`config.mk`:
```
export PLATFORM = sky130hd
export DESIGN_NAME = o_store_engine
export DESIGN_NICKNAME = d
export VERILOG_FILES = /design/src/rtl/sys_defs.sv /design/src/rtl/o_store_engine_fifo.sv /design/src/rtl/o_store_engine.sv
export SDC_FILE = /design/constraint.sdc
export NUM_CORES = 1
export LEC_CHECK = 0
export ABC_AREA = 1
export BUFFER_PORTS_ARGS = -buffer_cell sky130_fd_sc_hd__clkbuf_2
export CAP_MARGIN = 15
export CORE_MARGIN = 4
export CORE_UTILIZATION = 51
export CTS_CLUSTER_DIAMETER = 100
export CTS_CLUSTER_SIZE = 40
export DETAILED_ROUTE_END_ITERATION = 6
export PLACE_DENSITY = 0.75
export REMOVE_ABC_BUFFERS = 1
export SLEW_MARGIN = 20
export SYNTH_ARGS = -nofsm -noshare
export SYNTH_HDL_FRONTEND = slang
export SYNTH_SLANG_ARGS = --single-unit
```
`constraint.sdc`:
```
create_clock -name clk -period 4.5 [get_ports clk]
set_input_delay 0.9 -clock clk [delete_from_list [all_inputs] [get_ports clk]]
set_output_delay 0.9 -clock clk [all_outputs]
set_load 0.03 [all_outputs]
```
`src/rtl/sys_defs.sv`:
```
// Shared memory-interface types and constants for the O-store writer.
package sys_defs;

  typedef logic [31:0] ADDR;
  typedef logic [63:0] MEM_BLOCK;
  typedef logic [3:0]  MEM_TAG;

  typedef enum logic [1:0] {
    MEM_NONE  = 2'h0,
    MEM_LOAD  = 2'h1,
    MEM_STORE = 2'h2
  } MEM_COMMAND;

  localparam ADDR O_BASE = 32'h0001_0000;

  typedef enum logic [1:0] {
    OS_IDLE = 2'd0,
    OS_RUN  = 2'd1,
    OS_DONE = 2'd2
  } ostore_state_e;

  // Byte address of 64-bit line idx relative to base.
  function automatic ADDR line_addr(input ADDR base, input logic [31:0] idx);
    return base + (idx << 3);
  endfunction

endpackage

```
`src/rtl/o_store_engine_fifo.sv`:
```
// Synchronous MEM_BLOCK FIFO with async active-low reset and synchronous clear.
module ostore_fifo
  import sys_defs::*;
#(
  parameter int unsigned DEPTH = 4
) (
  input  logic     clk,
  input  logic     rst_n,
  input  logic     clr_i,
  input  logic     push_i,
  input  MEM_BLOCK wdata_i,
  input  logic     pop_i,
  output MEM_BLOCK head_o,
  output logic     full_o,
  output logic     empty_o
);

  localparam int unsigned AW = $clog2(DEPTH);

  logic [AW:0] wr_q, wr_d;
  logic [AW:0] rd_q, rd_d;
  MEM_BLOCK    mem_q [DEPTH];

  // Extra pointer MSB distinguishes full from empty when the indices match.
  assign empty_o = (wr_q == rd_q);
  assign full_o  = (wr_q[AW] != rd_q[AW]) && (wr_q[AW-1:0] == rd_q[AW-1:0]);
  assign head_o  = mem_q[rd_q[AW-1:0]];

  always_comb begin
    wr_d = wr_q;
    rd_d = rd_q;
    if (clr_i) begin
      wr_d = '0;
      rd_d = '0;
    end else begin
      if (push_i && !full_o)  wr_d = wr_q + (AW+1)'(1);
      if (pop_i  && !empty_o) rd_d = rd_q + (AW+1)'(1);
    end
  end

  always_ff @(posedge clk or negedge rst_n) begin
    if (!rst_n) begin
      wr_q <= '0;
      rd_q <= '0;
    end else begin
      wr_q <= wr_d;
      rd_q <= rd_d;
    end
  end

  always_ff @(posedge clk) begin
    if (push_i && !full_o && !clr_i) mem_q[wr_q[AW-1:0]] <= wdata_i;
  end

endmodule

```
`src/rtl/o_store_engine.sv`:
```
// Streams NUM_LINES output rows into memory as MEM_STORE transactions, then raises done.
// Optional OSTORE_STALL_CNT_EN adds the stall_cycles bus-stall counter output.
module o_store_engine
  import sys_defs::*;
#(
  parameter int unsigned NUM_LINES  = 512,
  parameter ADDR         BASE_ADDR  = O_BASE,
  parameter int unsigned FIFO_DEPTH = 4
) (
  input  logic                             clk,
  input  logic                             rst,
  input  logic                             start,
  input  logic                             in_valid,
  input  logic [63:0]                      in_data,
  output logic                             in_ready,
  output logic                             bus_req,
  input  logic                             bus_grant,
  output MEM_COMMAND                       proc2mem_command,
  output logic [31:0]                      proc2mem_addr,
  output logic [63:0]                      proc2mem_data,
  input  logic [3:0]                       mem2proc_transaction_tag,
  output logic [$clog2(NUM_LINES+1)-1:0]   lines_written,
`ifdef OSTORE_STALL_CNT_EN
  output logic [31:0]                      stall_cycles,
`endif
  output logic                             done
);

  localparam int unsigned  CW       = $clog2(NUM_LINES+1);
  localparam logic [CW-1:0] LAST_IDX = CW'(NUM_LINES - 1);
  localparam logic [CW-1:0] ALL_CNT  = CW'(NUM_LINES);

  ostore_state_e   state_q, state_d;
  logic [CW-1:0]   idx_q, idx_d;
  logic [CW-1:0]   written_q, written_d;
  logic [CW-1:0]   acc_in_q, acc_in_d;
  logic            done_q, done_d;

  logic            run;
  logic            start_run;
  logic            push;
  logic            issue;
  logic            accept;
  logic            fifo_full;
  logic            fifo_empty;
  MEM_BLOCK        fifo_head;

  assign run       = (state_q == OS_RUN);
  assign start_run = start && (state_q != OS_RUN);
  assign in_ready  = run && !fifo_full && (acc_in_q < ALL_CNT);
  assign push      = in_valid && in_ready;
  assign bus_req   = run && !fifo_empty;
  assign issue     = bus_req && bus_grant;
  assign accept    = issue && (mem2proc_transaction_tag != '0);

  ostore_fifo #(
    .DEPTH (FIFO_DEPTH)
  ) u_fifo (
    .clk     (clk),
    .rst_n   (rst),
    .clr_i   (start_run),
    .push_i  (push),
    .wdata_i (in_data),
    .pop_i   (accept),
    .head_o  (fifo_head),
    .full_o  (fifo_full),
    .empty_o (fifo_empty)
  );

  always_comb begin
    proc2mem_command = MEM_NONE;
    proc2mem_addr    = '0;
    proc2mem_data    = '0;
    if (issue) begin
      proc2mem_command = MEM_STORE;
      proc2mem_addr    = line_addr(BASE_ADDR, 32'(idx_q));
      proc2mem_data    = fifo_head;
    end
  end

  // DONE is entered on the final acceptance itself so done is visible one cycle later.
  always_comb begin
    state_d   = state_q;
    idx_d     = idx_q;
    written_d = written_q;
    acc_in_d  = acc_in_q;
    done_d    = done_q;
    if (start_run) begin
      state_d   = OS_RUN;
      idx_d     = '0;
      written_d = '0;
      acc_in_d  = '0;
      done_d    = 1'b0;
    end else if (run) begin
      if (push) acc_in_d = acc_in_q + CW'(1);
      if (accept) begin
        idx_d     = idx_q + CW'(1);
        written_d = written_q + CW'(1);
        if (written_q == LAST_IDX) begin
          state_d = OS_DONE;
          done_d  = 1'b1;
        end
      end
    end
  end

  always_ff @(posedge clk or negedge rst) begin
    if (!rst) begin
      state_q   <= OS_IDLE;
      idx_q     <= '0;
      written_q <= '0;
      acc_in_q  <= '0;
      done_q    <= 1'b0;
    end else begin
      state_q   <= state_d;
      idx_q     <= idx_d;
      written_q <= written_d;
      acc_in_q  <= acc_in_d;
      done_q    <= done_d;
    end
  end

  assign lines_written = written_q;
  assign done          = done_q;

`ifdef OSTORE_STALL_CNT_EN
  logic [31:0] stall_q, stall_d;

  always_comb begin
    stall_d = stall_q;
    if (start_run) begin
      stall_d = '0;
    end else if (bus_req && (!bus_grant || mem2proc_transaction_tag == '0)
                 && (stall_q != '1)) begin
      stall_d = stall_q + 32'd1;
    end
  end

  always_ff @(posedge clk or negedge rst) begin
    if (!rst) stall_q <= '0;
    else      stall_q <= stall_d;
  end

  assign stall_cycles = stall_q;
`endif

endmodule
```
== Word level (Yosys, flattened, before mapping) ==
Memory sizes are Yosys's and may differ from the RTL's.
Cells that the tools add are included.
Word-level totals
  register bits: 39
  bits in writable memories: 256
  output and inout port bits: 111
  logic and storage cells: 71
  memories kept: 1
Memory list
  u_fifo.mem_q: words 4, bits a word 64, read ports 1, clocked after Yosys merged registers in 0, wr ports 1, RTL line o_store_engine_fifo.sv:22  | MEM_BLOCK mem_q [DEPTH];
Cells by class
  add/sub/neg operators: 6
  order comparisons: 1
  equality and inequality tests: 6
  mux-type cells: 26
  reductions and logical operators: 24
Operator list (count)
  $mux 10: 9
  $mux 64: 1
  $add 10x1->10 const B: 3
  $add 17x13->18 const A: 1
  $mux 18: 1
  $mux 3: 4
  $reduce_bool 2->1: 6
  $logic_and 1x1->1: 11
  $eq 10x9->1 const B: 1
  $lt 10x10->1 const B: 1
  $mux 2: 5
  $add 3x1->3 const B: 2
  $mux 1: 6
  $reduce_and 2->1: 2
  $reduce_bool 4->1: 1
  $eq 3x3->1: 1
  $logic_not 1->1: 3
  $reduce_and 3->1: 1
  $eq 2x1->1 const B: 1
  $eq 2x2->1: 1
  $ne 2x1->1 const B: 1
  $ne 1x1->1: 1

== Longest topological paths before layout ==
  depth after elaboration: 10
  gate-level depth with buffers: 11

== Modules after synthesis ==
A second synthesis with hierarchy kept.
Unflattened totals
  cells, all modules: 1115
  area total of the unflattened synthesis: 12558.3 um^2
Modules (own cells, without submodules)
  ostore_fifo: instances 1, cells an instance 682, area an instance 9884.5 um^2, seq. area each 7837.5 um^2
  o_store_engine: instances 1, cells an instance 433, area an instance 2673.8 um^2, seq. area each 800.8 um^2

== Worst setup path before layout ==
OpenSTA, ideal clock, no wires.
  path kind: register to register
  from: register state_q[1]
  to: memory u_fifo.mem_q[0][0] in the netlist's numbering (enable)
  setup time: 0.486 ns
  arrival time: 4.071 ns
  required time: 4.014 ns
  path slack: -0.058 ns
  stages on the path, launching flop included: 9
  cell sequence: dfrtp_1 nor2_2 inv_1 nor2_1 nand2_1 inv_2 nand2_2 buf_4 nor2_1
Between the ends
  cells in the longest elaborated chain, start to end: 8
  elaborated cells on any way between the ends: 11
  classes of those cells: 2 x eq/ne; 2 x mux; 7 x reduce/logical
RTL lines
  start, declared: RTL line o_store_engine.sv:33  | ostore_state_e state_q, state_d;
  start signal, assigned: RTL line o_store_engine.sv:115  | state_q <= state_d;
  $eq 2x1->1: RTL line o_store_engine.sv:48  | assign run = (state_q == OS_RUN);
  $logic_and 1x1->1 (2 in series): RTL line o_store_engine.sv:50  | assign in_ready = run && !fifo_full && (acc_in_q < ALL_CNT);
  via in_ready: RTL line o_store_engine.sv:15  | output logic in_ready,
  $logic_and 1x1->1: RTL line o_store_engine.sv:51  | assign push = in_valid && in_ready;
  $logic_and 1x1->1 (2 in series): RTL line o_store_engine_fifo.sv:52  | if (push_i && !full_o && !clr_i) mem_q[wr_q[AW-1:0]] <= wdata_i;
  $mux 1: RTL line o_store_engine_fifo.sv:52
  $mux 1 (implied by the code): RTL line o_store_engine_fifo.sv:52
  end, declared: RTL line o_store_engine_fifo.sv:22
The timed path passes the listed nets, and every way through them passes these cells.

== Worst setup path after layout ==
  from: register u_fifo.rd_q[1]
  to: output port proc2mem_data[47]
Between the ends
  cells in the longest elaborated chain, start to end: 5
  elaborated cells on any way between the ends: 6
  classes of those cells: 1 x eq/ne; 1 x mux; 3 x reduce/logical; 1 x memory
RTL lines
  start, declared: RTL line o_store_engine_fifo.sv:21  | logic [AW:0] rd_q, rd_d;
  start signal, assigned: RTL line o_store_engine_fifo.sv:47  | rd_q <= rd_d;
  $eq 3x3->1: RTL line o_store_engine_fifo.sv:25  | assign empty_o = (wr_q == rd_q);
  $logic_not 1->1: RTL line o_store_engine.sv:52  | assign bus_req = run && !fifo_empty;
  $logic_and 1x1->1: RTL line o_store_engine.sv:52
  $logic_and 1x1->1: RTL line o_store_engine.sv:53  | assign issue = bus_req && bus_grant;
  $mux 64 *: RTL line o_store_engine.sv:74  | if (issue) begin
  end, declared: RTL line o_store_engine.sv:20  | output logic [63:0] proc2mem_data,
Mark *: on every way between the ends. The rest lies on a longest branch, timed or not.

==> impl_metrics.json <==
{
  "final_cells": 1564,
  "rr_worst_depth": 9,
  "fin_util_pct": 58.6,
  "avgSynthCellArea_um2": 11.2,
  "antenna_found_initial": 3,
  "cts_made_buffers": 12,
  "nets": 1322,
  "hold_slack_ns": 0.510,
  "crit_fanout": 29,
  "grt_pass1_wl_mm": 42.7,
  "min_path_type": "flop to flop",
  "dieWidth_um": 164,
  "fmax_ghz": 0.274,
  "io_buffer_count": 161,
  "ant_nets": 0,
  "track_usage_pct": 19.9,
  "via_per_inst": 5.39,
  "clock_sinks": 294,
  "seq_area_frac_synth_pct": 69.7,
  "postCtsHoldBufs": 0,
  "clock_latency_ns": 0.50,
  "peakVddDrop_uv": 393,
  "drive_above_1_share_pct": 18.2,
  "power_uw": 7940,
  "num_vias": 8434,
  "cts_tree": "built",
  "grt_pass1_vias": 8198,
  "seq_area_um2": 8640,
  "first_pass_iters": 5,
  "rrSetupSlack_ns": 1.66,
  "critPathKind": "flop to output pin",
  "status": "finished, final reports clean",
  "htreeDepth": 1,
  "dp_hpwl_mm": 16.6,
  "io_pins": 184,
  "syn-cell-area_um2": 12400,
  "antenna_cells": 0,
  "cp-endpoint": "proc2mem_data[47]",
  "critPathArrivalTime_ns": 2.75,
  "core-area_um2": 23700,
  "clk_pin_slew_worst_paths_ns": 0.12,
  "initial_utilization_pct": 52.4,
  "finalCriticalPeriod_ns": 3.65,
  "rsz0062_at_grt": "no",
  "skew_ns": 0.0249,
  "fin_crit_sh_pct": 81.2,
  "routabilityCongestion": 0.810,
  "drtIter0Drc": 838,
  "endpoint_kind": "output pin",
  "rr_startpoint": "u_fifo.rd_q[1]",
  "setup_viol": 0,
  "yosysWarningCount": 0,
  "dp.cells": 1546,
  "cts-root-buf": "clkbuf_16",
  "post_drt_wl_per_cell_um": 17.4,
  "synth_seq_cells": 294,
  "yosys.cell_types.count": 28,
  "drt-total-wl_mm": 27.2,
  "power.density_nw_per_um2": 572,
  "slew_violations": 0,
  "drc": 0,
  "fillCellCount": 1921,
  "relSlewSlack_pct": 34.5,
  "die_area_um2": 26900,
  "syn_to_final_growth_pct": 11.9,
  "worstPathRequired_ns": 3.60,
  "r2r-end": "u_fifo.mem_q[3][50]",
  "grt-ovfl-total": 0,
  "netlist_instances": 1110,
  "cts.path.max_buffers": 3,
  "placementRows": 56,
  "max_slew.worst_pin.slew_ns": 0.982,
  "die_h_um": 164,
  "start_kind": "flop",
  "multiInputGateArea_um2": 3250,
  "cts_resized": 0,
  "hold_viol": 0,
  "power.leakage_uw": 0.00535,
  "grt_max_degree": 131,
  "cap_violations": 0,
  "critPathLaunch": "u_fifo.rd_q[1]",
  "post_cts_buffers": 0
}
-- through the flow --
step           area (µm²)  TNS [ns]  setup slack, ns
3_3_place_gp        13400         0             1.29
4_1_cts             13900         0            0.726
3_5_place_dp        13400         0             1.27
5_1_grt             13900         0            0.607
6_report            13900         0            0.846
2_1_floorplan       12000   -950.12            -3.01
-- cell type report --
| type | count | share of cell area, % |
|---|---|---|
| Inverter | 49 | 1.33 |
| Clock buffer | 14 | 2.37 |
| Clock inverter | 4 | 0.721 |
| Tap cell | 319 | 2.88 |
| Multi-Input combinational cell | 706 | 23.4 |
| Sequential cell | 294 | 62.3 |
| Timing Repair Buffer | 178 | 7.02 |
-- metal layers --
layer  vias to the layer above  share of wire [%]  global-route usage [%]
li1                       4033                  -                       -
met1                      4038                 42                    27.6
met2                       316                 48                    33.1
met3                        41                7.4                    3.86
met4                         6                2.1                    4.73
met5                         -               0.17                       0
-- worst min-delay path by stage --
stage | start | to | slack (ns) | depth (start not counted)
floorplan | state_q[0] | state_q[0] | 0.44 | 2
global placement | state_q[0] | state_q[0] | 0.46 | 2
detailed placement | state_q[0] | state_q[0] | 0.48 | 2
CTS | state_q[0] | state_q[0] | 0.51 | 2
global route | state_q[0] | state_q[0] | 0.54 | 2
finish | state_q[0] | state_q[0] | 0.51 | 2
-- critical path: stages (launching register included) --
cell	delay (ns)
dfrtp_2	0.74
inv_2	0.08
nand2_1	0.08
nand2_1	0.08
nand3_2	0.11
nand3_4	0.38
buf_4	0.37
a21oi_1	0.18
clkbuf_2	0.24
-- where the power goes --
part	switching (µW)	internal [µW]	total, µW
registers	162	3430	3590
clock network	844	626	1470
logic	2170	713	2880
total	3170	4770	7940
-- cell usage in the layout (no fill, tap or decap), types with 8 or more instances in the layout --
master,netlist,routed
nor2_1,282,278
o21ai_0,142,142
dfrtp_1,38,36
nand3_1,29,29
ha_1,8,8
conb_1,1,22
a21oi_1,54,54
buf_4,29,13
nand2_1,105,105
clkbuf_16,0,13
nand4_1,28,28
inv_1,46,45
a21oi_2,10,10
edfxtp_1,256,256
clkbuf_2,0,161
-- Yosys cell counts --
| master | number | share of area (%) |
|---|---|---|
| a21oi_1 | 54 | 2.2 |
| clkbuf_1 | 18 | 0.54 |
| nand2_2 | 2 | 0.10 |
| inv_1 | 46 | 1.4 |
| xor2_1 | 4 | 0.28 |
| buf_4 | 29 | 1.8 |
| ha_1 | 8 | 0.81 |
| a31o_2 | 1 | 0.071 |
| buf_1 | 12 | 0.36 |
| nand3_1 | 29 | 1.2 |
| conb_1 | 1 | 0.030 |
| nor2_2 | 2 | 0.10 |
| nand2_1 | 105 | 3.2 |
| nor3_1 | 6 | 0.24 |
| nor2_4 | 1 | 0.091 |
| a21oi_2 | 10 | 0.71 |
| dfrtp_1 | 38 | 7.7 |
| nand3b_1 | 2 | 0.12 |
| o31ai_1 | 2 | 0.12 |
| buf_2 | 23 | 0.93 |
| or2_2 | 3 | 0.15 |
| o21ai_0 | 142 | 5.7 |
| nand4_1 | 28 | 1.4 |
| nand3_2 | 2 | 0.16 |
| edfxtp_1 | 256 | 62 |
| inv_2 | 3 | 0.091 |
| xnor2_1 | 1 | 0.071 |
| nor2_1 | 282 | 8.5 |
-- cells by family after synthesis --
kind of cell | count (synthesis) | share of synthesized area (%)
AO/OA/AOI/OAI | 209 | 8.81
buffers and inverters | 131 | 5.08
flip-flops | 294 | 69.7
AND/OR/NAND/NOR | 462 | 15.3
other | 1 | 0.0302
adder cells (fa/ha/maj) | 8 | 0.807
XOR/XNOR | 5 | 0.353
-- sequential cells by signal (all words and copies together) (netlist names) --
name	cells
u_fifo.rd_q	3
u_fifo.wr_q	3
lines_written	10
u_fifo.mem_q	256
acc_in_q	10
state_q	2
idx_q	10
No activity file was read; power rests on OpenSTA's default activity.
